**src/rtl/pattern_src_pkg.sv**
```systemverilog
// Shared types and default sizing for the pattern stream source.
// Used by pattern_src_buffer and pattern_stream_source.
package pattern_src_pkg;

    localparam int DEF_DATA_W         = 8;
    localparam int DEF_DEPTH          = 32;
    localparam int DEF_ACK_LOW_CYCLES = 2;
    localparam int DEF_CNT_W          = 8;

    // Index addresses one entry; length must also be able to hold DEPTH itself.
    localparam int DEF_IDX_W = $clog2(DEF_DEPTH);
    localparam int DEF_LEN_W = DEF_IDX_W + 1;

    typedef enum logic [2:0] {
        IDLE,
        STREAM,
        ACK_LOW,
        RESUME,
        DONE
    } state_t;

endpackage

```
**src/rtl/pattern_src_buffer.sv**
```systemverilog
// Byte buffer for the stream source: one synchronous write port and one
// combinational read port. Contents are deliberately not reset.
module pattern_src_buffer
    import pattern_src_pkg::*;
#(
    parameter int DATA_W = DEF_DATA_W,
    parameter int DEPTH  = DEF_DEPTH,
    parameter int IDX_W  = $clog2(DEPTH)
) (
    input  logic              clk,
    input  logic              we,
    input  logic [IDX_W-1:0]  waddr,
    input  logic [DATA_W-1:0] wdata,
    input  logic [IDX_W-1:0]  raddr,
    output logic [DATA_W-1:0] rdata
);

    logic [DATA_W-1:0] mem [DEPTH];

    always_ff @(posedge clk) begin
        if (we) begin
            mem[waddr] <= wdata;
        end
    end

    assign rdata = mem[raddr];

endmodule

```
**src/rtl/pattern_stream_source.sv**
```systemverilog
// Byte-stream source for the pattern detector: streams a loaded buffer, pauses
// with ack low on each match, counts matches. STREAM_LOOP_EN enables wrap-around.
module pattern_stream_source
    import pattern_src_pkg::*;
#(
    parameter int DATA_W         = DEF_DATA_W,
    parameter int DEPTH          = DEF_DEPTH,
    parameter int ACK_LOW_CYCLES = DEF_ACK_LOW_CYCLES,
    parameter int CNT_W          = DEF_CNT_W
) (
    input  logic                       clk,
    input  logic                       reset_sync,
    input  logic                       wr_en,
    input  logic [$clog2(DEPTH)-1:0]   wr_addr,
    input  logic [DATA_W-1:0]          wr_data,
    input  logic [$clog2(DEPTH):0]     len,
    input  logic                       start,
    input  logic                       abort,
    input  logic                       found_pattern,
    output logic [DATA_W-1:0]          data,
    output logic                       ack,
    output logic                       busy,
    output logic                       done,
    output logic [CNT_W-1:0]           match_count
);

    localparam int IDX_W = $clog2(DEPTH);
    localparam int LEN_W = IDX_W + 1;
    localparam int LOW_W = (ACK_LOW_CYCLES > 1) ? $clog2(ACK_LOW_CYCLES) : 1;

    state_t            state_reg;
    logic [IDX_W-1:0]  idx_reg;
    logic [LEN_W-1:0]  len_reg;
    logic [LOW_W-1:0]  low_cnt_reg;

    logic              last;
    logic [IDX_W-1:0]  raddr;
    logic [DATA_W-1:0] rdata;

    assign last = (({1'b0, idx_reg} + LEN_W'(1)) == len_reg);

    // Read buf[0] when launching (or wrapping), otherwise look one byte ahead.
    assign raddr = (state_reg == STREAM && !last) ? idx_reg + IDX_W'(1) : '0;

    pattern_src_buffer #(
        .DATA_W (DATA_W),
        .DEPTH  (DEPTH),
        .IDX_W  (IDX_W)
    ) u_buffer (
        .clk   (clk),
        .we    (wr_en && !busy),
        .waddr (wr_addr),
        .wdata (wr_data),
        .raddr (raddr),
        .rdata (rdata)
    );

    always_ff @(posedge clk or negedge reset_sync) begin
        if (!reset_sync) begin
            state_reg   <= IDLE;
            idx_reg     <= '0;
            len_reg     <= '0;
            low_cnt_reg <= '0;
            data        <= '0;
            ack         <= 1'b0;
            busy        <= 1'b0;
            done        <= 1'b0;
            match_count <= '0;
        end else begin
            case (state_reg)
                IDLE, DONE: begin
                    if (start) begin
                        match_count <= '0;
                        if (len != '0) begin
                            state_reg <= STREAM;
                            idx_reg   <= '0;
                            len_reg   <= len;
                            data      <= rdata;
                            ack       <= 1'b1;
                            busy      <= 1'b1;
                            done      <= 1'b0;
                        end else begin
                            state_reg <= DONE;
                            done      <= 1'b1;
                        end
                    end
                end
                STREAM: begin
                    if (abort) begin
                        state_reg <= DONE;
                        ack       <= 1'b0;
                        busy      <= 1'b0;
                        done      <= 1'b1;
                    end else if (found_pattern) begin
                        // The current byte is re-presented after the pause.
                        state_reg   <= ACK_LOW;
                        ack         <= 1'b0;
                        low_cnt_reg <= LOW_W'(ACK_LOW_CYCLES - 1);
                        if (match_count != '1) begin
                            match_count <= match_count + CNT_W'(1);
                        end
                    end else if (!last) begin
                        idx_reg <= idx_reg + IDX_W'(1);
                        data    <= rdata;
                    end else begin
`ifdef STREAM_LOOP_EN
                        idx_reg <= '0;
                        data    <= rdata;
`else
                        state_reg <= DONE;
                        ack       <= 1'b0;
                        busy      <= 1'b0;
                        done      <= 1'b1;
`endif
                    end
                end
                ACK_LOW: begin
                    if (abort) begin
                        state_reg <= DONE;
                        busy      <= 1'b0;
                        done      <= 1'b1;
                    end else if (low_cnt_reg == '0) begin
                        state_reg <= RESUME;
                        ack       <= 1'b1;
                    end else begin
                        low_cnt_reg <= low_cnt_reg - LOW_W'(1);
                    end
                end
                RESUME: begin
                    if (abort) begin
                        state_reg <= DONE;
                        ack       <= 1'b0;
                        busy      <= 1'b0;
                        done      <= 1'b1;
                    end else begin
                        state_reg <= STREAM;
                    end
                end
                default: state_reg <= IDLE;
            endcase
        end
    end

endmodule

```
**config.mk**
```make
export PLATFORM = sky130hd
export DESIGN_NAME = pattern_stream_source
export DESIGN_NICKNAME = d
export VERILOG_FILES = /design/src/rtl/pattern_src_pkg.sv /design/src/rtl/pattern_src_buffer.sv /design/src/rtl/pattern_stream_source.sv
export SDC_FILE = /design/constraint.sdc
export NUM_CORES = 1
export LEC_CHECK = 0
export CAP_MARGIN = 30
export CELL_PAD_IN_SITES_DETAIL_PLACEMENT = 1
export CELL_PAD_IN_SITES_GLOBAL_PLACEMENT = 1
export CORE_MARGIN = 2
export CORE_UTILIZATION = 35
export DETAILED_ROUTE_END_ITERATION = 8
export DONT_BUFFER_PORTS = 1
export PLACE_DENSITY_LB_ADDON = 0.3
export SYNTH_ARGS = -nofsm -noshare
export SYNTH_HDL_FRONTEND = slang
export SYNTH_SLANG_ARGS = --single-unit
export TNS_END_PERCENT = 1
```
**constraint.sdc**
```tcl
create_clock -name clk -period 3.15 [get_ports clk]
set_input_delay 0.4725 -clock clk [delete_from_list [all_inputs] [get_ports clk]]
set_output_delay 0.4725 -clock clk [all_outputs]
set_load 0.005 [all_outputs]
```
==> results of run 1 <==
[metal layers]
metal | share of wire [%] | GRT usage, % | routed length [um] | vias up
li1 | - | - | - | 3635
met1 | 44 | 28.7 | 16300 | 4286
met2 | 47 | 33.7 | 17600 | 251
met3 | 6.0 | 3.56 | 2230 | 47
met4 | 2.5 | 5.75 | 917 | 2
met5 | 0.030 | 0 | 11 | -
[cell usage in the layout (no fill, tap or decap), types with 7 or more instances in the layout]
cell	synthesis	final
a211oi_1	8	8
a21oi_1	38	38
a31oi_1	19	19
and3_1	8	8
buf_12	0	9
buf_4	4	95
clkbuf_1	20	12
clkbuf_16	0	31
clkinv_1	0	7
dfrtp_1	34	34
edfxtp_1	256	256
mux2_2	15	15
mux2i_1	17	17
nand2_1	110	109
nand3_1	15	14
nand4_1	7	7
nor2_1	106	106
nor3_1	13	13
nor4_1	9	9
o211ai_1	13	13
o21ai_0	29	29
o22ai_1	26	26
or3_1	11	11
xor2_1	8	8
[through the flow]
stage                     setup slack [ns]  power [mW]  cells
after floorplan                      0.622        6.24    900
after global placement             -0.0289        7.30   1404
after detailed placement            0.0144        7.34   1404
after CTS                           0.0210        11.0   1473
after global routing               0.00297        11.4   1473
final                                0.123        10.9   1473
[worst min-delay path by stage]
stage / start / endpoint / slack [ns] / cells after the start
after detailed placement: reset_sync / low_cnt_reg / 0.18 / 0
after CTS: len[3] / len_reg[3] / 0.007 / 2
after global routing: len[4] / len_reg[4] / 0.03 / 2
after global placement: reset_sync / low_cnt_reg / 0.18 / 0
after floorplan: reset_sync / ack / 0.18 / 0
final: len[3] / len_reg[3] / 0.03 / 2
[kinds of logic after synthesis]
kind of cell | after synthesis
buffers and inverters | 50
muxes | 32
adders and majority gates | 2
and+or+nand+nor | 317
AOI/OAI and AO/OA | 196
xor gates and xnor gates | 13
DFF | 290
[timing repair]
| item | in CTS | in global routing |
|---|---|---|
| resized for setup | 1 | 3 |
| hold endpoints to repair | 289 | 0 |
| pin swaps | 0 | 1 |
| hold buffers | 11 | 0 |
| setup endpoints to repair | 1 | 5 |
[critical path, stage by stage (launching register included)]
cell	delay, ns
dfrtp_1	0.38
buf_4	0.17
or4b_2	0.73
buf_6	0.23
buf_4	0.21
mux2i_1	0.13
a32oi_1	0.24
o2111ai_1	0.18
a221o_1	0.33
o311ai_1	0.13
o2111a_1	0.24
[cell type report]
class                      count  area, um2
multi-input combinational    560       3330
tap                          455        569
fill                        3528      20000
timing repair buffer         107        925
sequential                   290       8540
inverter                       3       11.3
clock inverter                15        138
clock buffer                  43        821
[power groups by stage]
stage               Combinational, mW  Sequential (mW)  Clock, mW
floorplan                        1.71             4.53          0
global placement                 2.69             4.61          0
detailed placement               2.72             4.62          0
CTS                              2.85             4.54       3.56
global route                     3.10             4.55       3.70
finish                           2.86             4.53       3.49
==> metrics, run 1 <==
P&R area growth vs syn=18.7%; largest family of logic cells by synthesized area=simple AND/OR/NAND/NOR gates; worst hold margin=0.0275 ns; endpoints failing hold=0; Synth area leader=edfxtp_1; Die Y=190 um; Post-Syn Instances=900; post-synthesis sequential area ratio=70.7%; Leakage=4.94 nW; Num CTS Buffers=31; wirelength, routed=37100 um; FF-to-FF path depth=10; Post-Synth Adder-Cell Area=0.207%; vias in the first global route=8483; Most flops, register=u_buffer.mem; Setup Viol. Count Final=0; Distinct cells, synth=78; Inserted Diodes=0; worst r2r dst=data[4]; number of synthesized flops with an enable pin=256; Initial Utilization=35.2%; Via Count=8221; post-detail-place hpwl=25000 um; CTS tree=built; Tmin final=3.03 ns; FP Rows=68; Comb pwr share=26.3%; crit path launch type=flop; top flop regs=u_buffer.mem (256), data (8), match_count (8); final core occ=41.8%; Core ar.=34300 um2; clock power share=32.1%; I/O Pins=44; crit end category=flop; actual transition at the worst max-transition pin=0.799 ns; die width=190 um; antenna violations before repair=1; total track usage=20.7%; Final Cell Area=14300 um2; top cells by area, synth=edfxtp_1 64%, dfrtp_1 7.0%, nand2_1 3.4%; r2r startpoint=idx_reg[0]; FMAX=0.330 GHz; Async SR Flop Fraction=11.7%; Avg WL per Cell=25.2 um; Main synth FF type=edfxtp_1; global-route wire length before repair=55500 um; most frequent cell after synthesis=edfxtp_1; Compound-Gate Fraction of Synth Area=10.9%; Worst R2R Setup Slack=0.12 ns; Yosys top cell area share=63.6%; clk slew on worst S/H paths=0.06 ns; clk_lat worst skew=0.58 ns; number of synthesized register bits=290; antenna-violating nets left=0; PwrDens=760 nW/um2; CP Data Arrival Time=3.55 ns; Mapped Area=12100 um2; Post-DP Area=13200 um2; drt drc=0; Simple-Gate Fraction of Synth Area=12.4%; post-synthesis mux area share=2.81%; Worst Setup SP=idx_reg[0]; critical path class=reg2reg; ratio of cells with drive above 1 in the final layout=17.5%; Critical path destination=data[4]; syn nets=927; total congestion overflow=0; CTS Sinks=290; crit share post-route=96.1%; Slew Limit Fails=0; Net Sw Frac=32.2%; GP Congestion=0.833; Slew HR=46.6%; CP required=3.67 ns; htree depth=1; Clock Skews=0.0202 ns; setup TNS=0 ns; crit path max fanout=16; Clock Tree Buf Depth=3; Warnings, synthesis=0; Root Buffer=clkbuf_16; Mapped Avg Cell Area=13.4 um2; max-cap violation count=0; Die ar.=36000 um2; DR iter-0 viols=720; XOR/XNOR Fraction of Synth Area=1.13%; Vias/cell=5.58; RSZ-0062 raised after global routing=false; status=completed; final layout net count=1020; largest net degree at the start of global routing=35; Post-synth top cells=256 x edfxtp_1, 110 x nand2_1, 106 x nor2_1, 38 x a21oi_1, 34 x dfrtp_1; max reg flops=256; sequential power share=41.6%; Peak supply drop=0.483 mV; min-delay worst type=in2reg; 1st-pass router iterations=5; Post-CTS Setup Inserts=0; P_sw=3.51 mW; IO Port Bufs=0; Internal Power=7.38 mW
(Power assumes the default switching activity.)
==> run 2: changes to the inputs <==
--- a/config.mk
+++ b/config.mk
@@ -9,10 +9,11 @@
 export CELL_PAD_IN_SITES_DETAIL_PLACEMENT = 1
 export CELL_PAD_IN_SITES_GLOBAL_PLACEMENT = 1
 export CORE_MARGIN = 2
-export CORE_UTILIZATION = 35
+export CORE_UTILIZATION = 30
 export DETAILED_ROUTE_END_ITERATION = 8
 export DONT_BUFFER_PORTS = 1
 export PLACE_DENSITY_LB_ADDON = 0.3
+export SLEW_MARGIN = 10
 export SYNTH_ARGS = -nofsm -noshare
 export SYNTH_HDL_FRONTEND = slang
 export SYNTH_SLANG_ARGS = --single-unit
==> run 2 against run 1 <==
Die area increased by 16%. Register-to-register slack gained 0.03 ns. Via count shrank 2.3%. Critical path type unchanged.
==> metrics, run 2 (same netlist as run 1, synthesis figures left out) <==
status=completed; Tot Pwr=11.2 mW; commonest non-fill, non-tap cells in the layout=256 x edfxtp_1, 110 x nand2_1, 104 x nor2_1, 76 x buf_4, 38 x a21oi_1; Num CTS Buffers=34; max reg flops=256; total congestion overflow=0; 1st-pass router iterations=4; Most flops, register=u_buffer.mem; antenna-violating nets left=0; most common cell after layout, fill and taps aside=edfxtp_1; DR iter-0 viols=680; total track usage=18.6%; FMAX=0.334 GHz; Tmin final=2.99 ns; Comb pwr share=25.9%; Die ar.=41900 um2; CP required=3.57 ns; Vias/cell=5.28; Clock Skews=0.0187 ns; largest net degree at the start of global routing=35; Multi-input gate area=3430 um2; P_sw=3.60 mW; Inserted Diodes=0; Clock Tree Buf Depth=3; Avg WL per Cell=25.3 um; drt drc=0; GP Congestion=0.838; CTS Sinks=290; wirelength, routed=38500 um; Via Count=8033; vias in the first global route=8382; post-detail-place hpwl=25700 um; Initial Utilization=30.4%; final std cells w/o fill=1520; crit path launch type=flop; Die Y=205 um; clock power share=33.3%; Leakage=4.82 nW; slowest CP cell=dfrtp_2; CP Data Arrival Time=3.42 ns; Worst R2R Setup Slack=0.16 ns; crit path cell chain=ha_4, xor2_1, xnor2_1, nand4_2, buf_4, nor2_4, buf_12, o32ai_1, or3_1, and3_1, nor4_1; CP peak stage delay=0.48 ns; Slew Limit Fails=0; endpoints failing hold=0; sequential power share=40.8%; critical path class=reg2reg; Root Buffer=clkbuf_16; P&R area growth vs syn=18.7%; Net Sw Frac=32.3%; IO Port Bufs=0; die width=205 um; crit share post-route=95.1%; ratio of cells with drive above 1 in the final layout=17.2%; Post-DP Area=13200 um2; CTS tree=built; final layout net count=997; FP Rows=73; I/O Pins=44; htree depth=2; clk_lat worst skew=0.52 ns; PwrDens=779 nW/um2; actual transition at the worst max-transition pin=0.851 ns; Internal Power=7.57 mW; top flop regs=u_buffer.mem (256), data (8), match_count (8); Final Cell Area=14300 um2; worst hold path stage count=0; FF-to-FF path depth=11; Peak supply drop=0.432 mV; crit path max fanout=21; Setup Viol. Count Final=0; Core ar.=39700 um2; Fill cells=4170; antenna violations before repair=0; Slew HR=43.1%; global-route wire length before repair=56900 um; max-cap violation count=0; Reg area=8540 um2; clk slew on worst S/H paths=0.06 ns; crit end category=flop; RSZ-0062 raised after global routing=true; min-delay worst type=in2reg; placed insts=1457
-- run 2: cell count changes in the layout (fill, tap and decap cells not counted), moves of 3 or more --
| cell | previous run | this run |
|---|---|---|
| nor4_2 | 0 | 3 |
| buf_12 | 9 | 4 |
| nor4_1 | 9 | 6 |
| buf_4 | 95 | 76 |
| clkbuf_16 | 31 | 34 |
-- run 2: area by class of cell --
class	instances	share of cell area, %
multi-input cells	560	23.9
inverters	3	0.0785
flip-flops and latches	290	59.5
well taps	525	4.58
repair buffers	81	4.61
clock inverters	14	0.881
clock buffers	47	6.41
-- run 2: final timing paths --
path,from,endpoint
max,idx_reg[0],data[7]
min,wr_data[4],u_buffer.mem[7][4]
max reg2reg,idx_reg[0],data[7]
min reg2reg,len_reg[4],len_reg[4]
max in group asynchronous,reset_sync,len_reg[0]
min in group asynchronous,reset_sync,low_cnt_reg
-- run 2: what timing repair did --
action | CTS | global route
setup endpoints to repair | 7 | 8
buffers inserted | 0 | 0
endpoints found under the hold margin | 34 | 0
cloned | 0 | 0
pin swaps | 0 | 0
hold buffers | 2 | 0
gates resized for setup | 8 | 14
-- run 2: worst max-delay path: cells and delay by family, from the launching register on --
kind | cells | cell delay, ns
simple gates | 5 | 1.25
fa+ha+maj | 1 | 0.22
buf+inv | 2 | 0.43
xor+xnor | 2 | 0.41
compound gates | 1 | 0.11
flops | 1 | 0.48
-- run 2: per-layer routing --
| layer | part of all wire [%] | up-vias | track usage [%] |
|---|---|---|---|
| met2 | 47 | 255 | 30.0 |
| met1 | 45 | 4124 | 25.2 |
| met4 | 2.5 | 0 | 5.38 |
| met5 | 0 | - | 0 |
| met3 | 6.0 | 55 | 3.83 |
| li1 | - | 3599 | - |
-- run 2: power by group through the flow --
| stage | Clock, mW | Sequential, mW | Combinational (mW) |
|---|---|---|---|
| 5_1_grt | 3.96 | 4.58 | 3.14 |
| 4_1_cts | 3.80 | 4.55 | 2.84 |
| 3_5_place_dp | 0 | 4.63 | 2.79 |
| 3_3_place_gp | 0 | 4.62 | 2.75 |
| 6_report | 3.72 | 4.56 | 2.89 |
| 2_1_floorplan | 0 | 4.53 | 1.71 |
-- run 2: through the flow --
| step | hold WS (ns) | worst slack, ns | setup TNS [ns] | utilization [%] |
|---|---|---|---|---|
| after detailed placement | 0.178 | -0.185 | -0.659 | 33.1 |
| after global routing | 0.0205 | -0.0473 | -0.0473 | 36.1 |
| after CTS | 0.0245 | -0.0137 | -0.0137 | 35.9 |
| final | 0.0503 | 0.155 | 0 | 36.1 |
| after floorplan | 0.177 | 0.622 | 0 | - |
| after global placement | 0.178 | -0.160 | -0.465 | 33.1 |
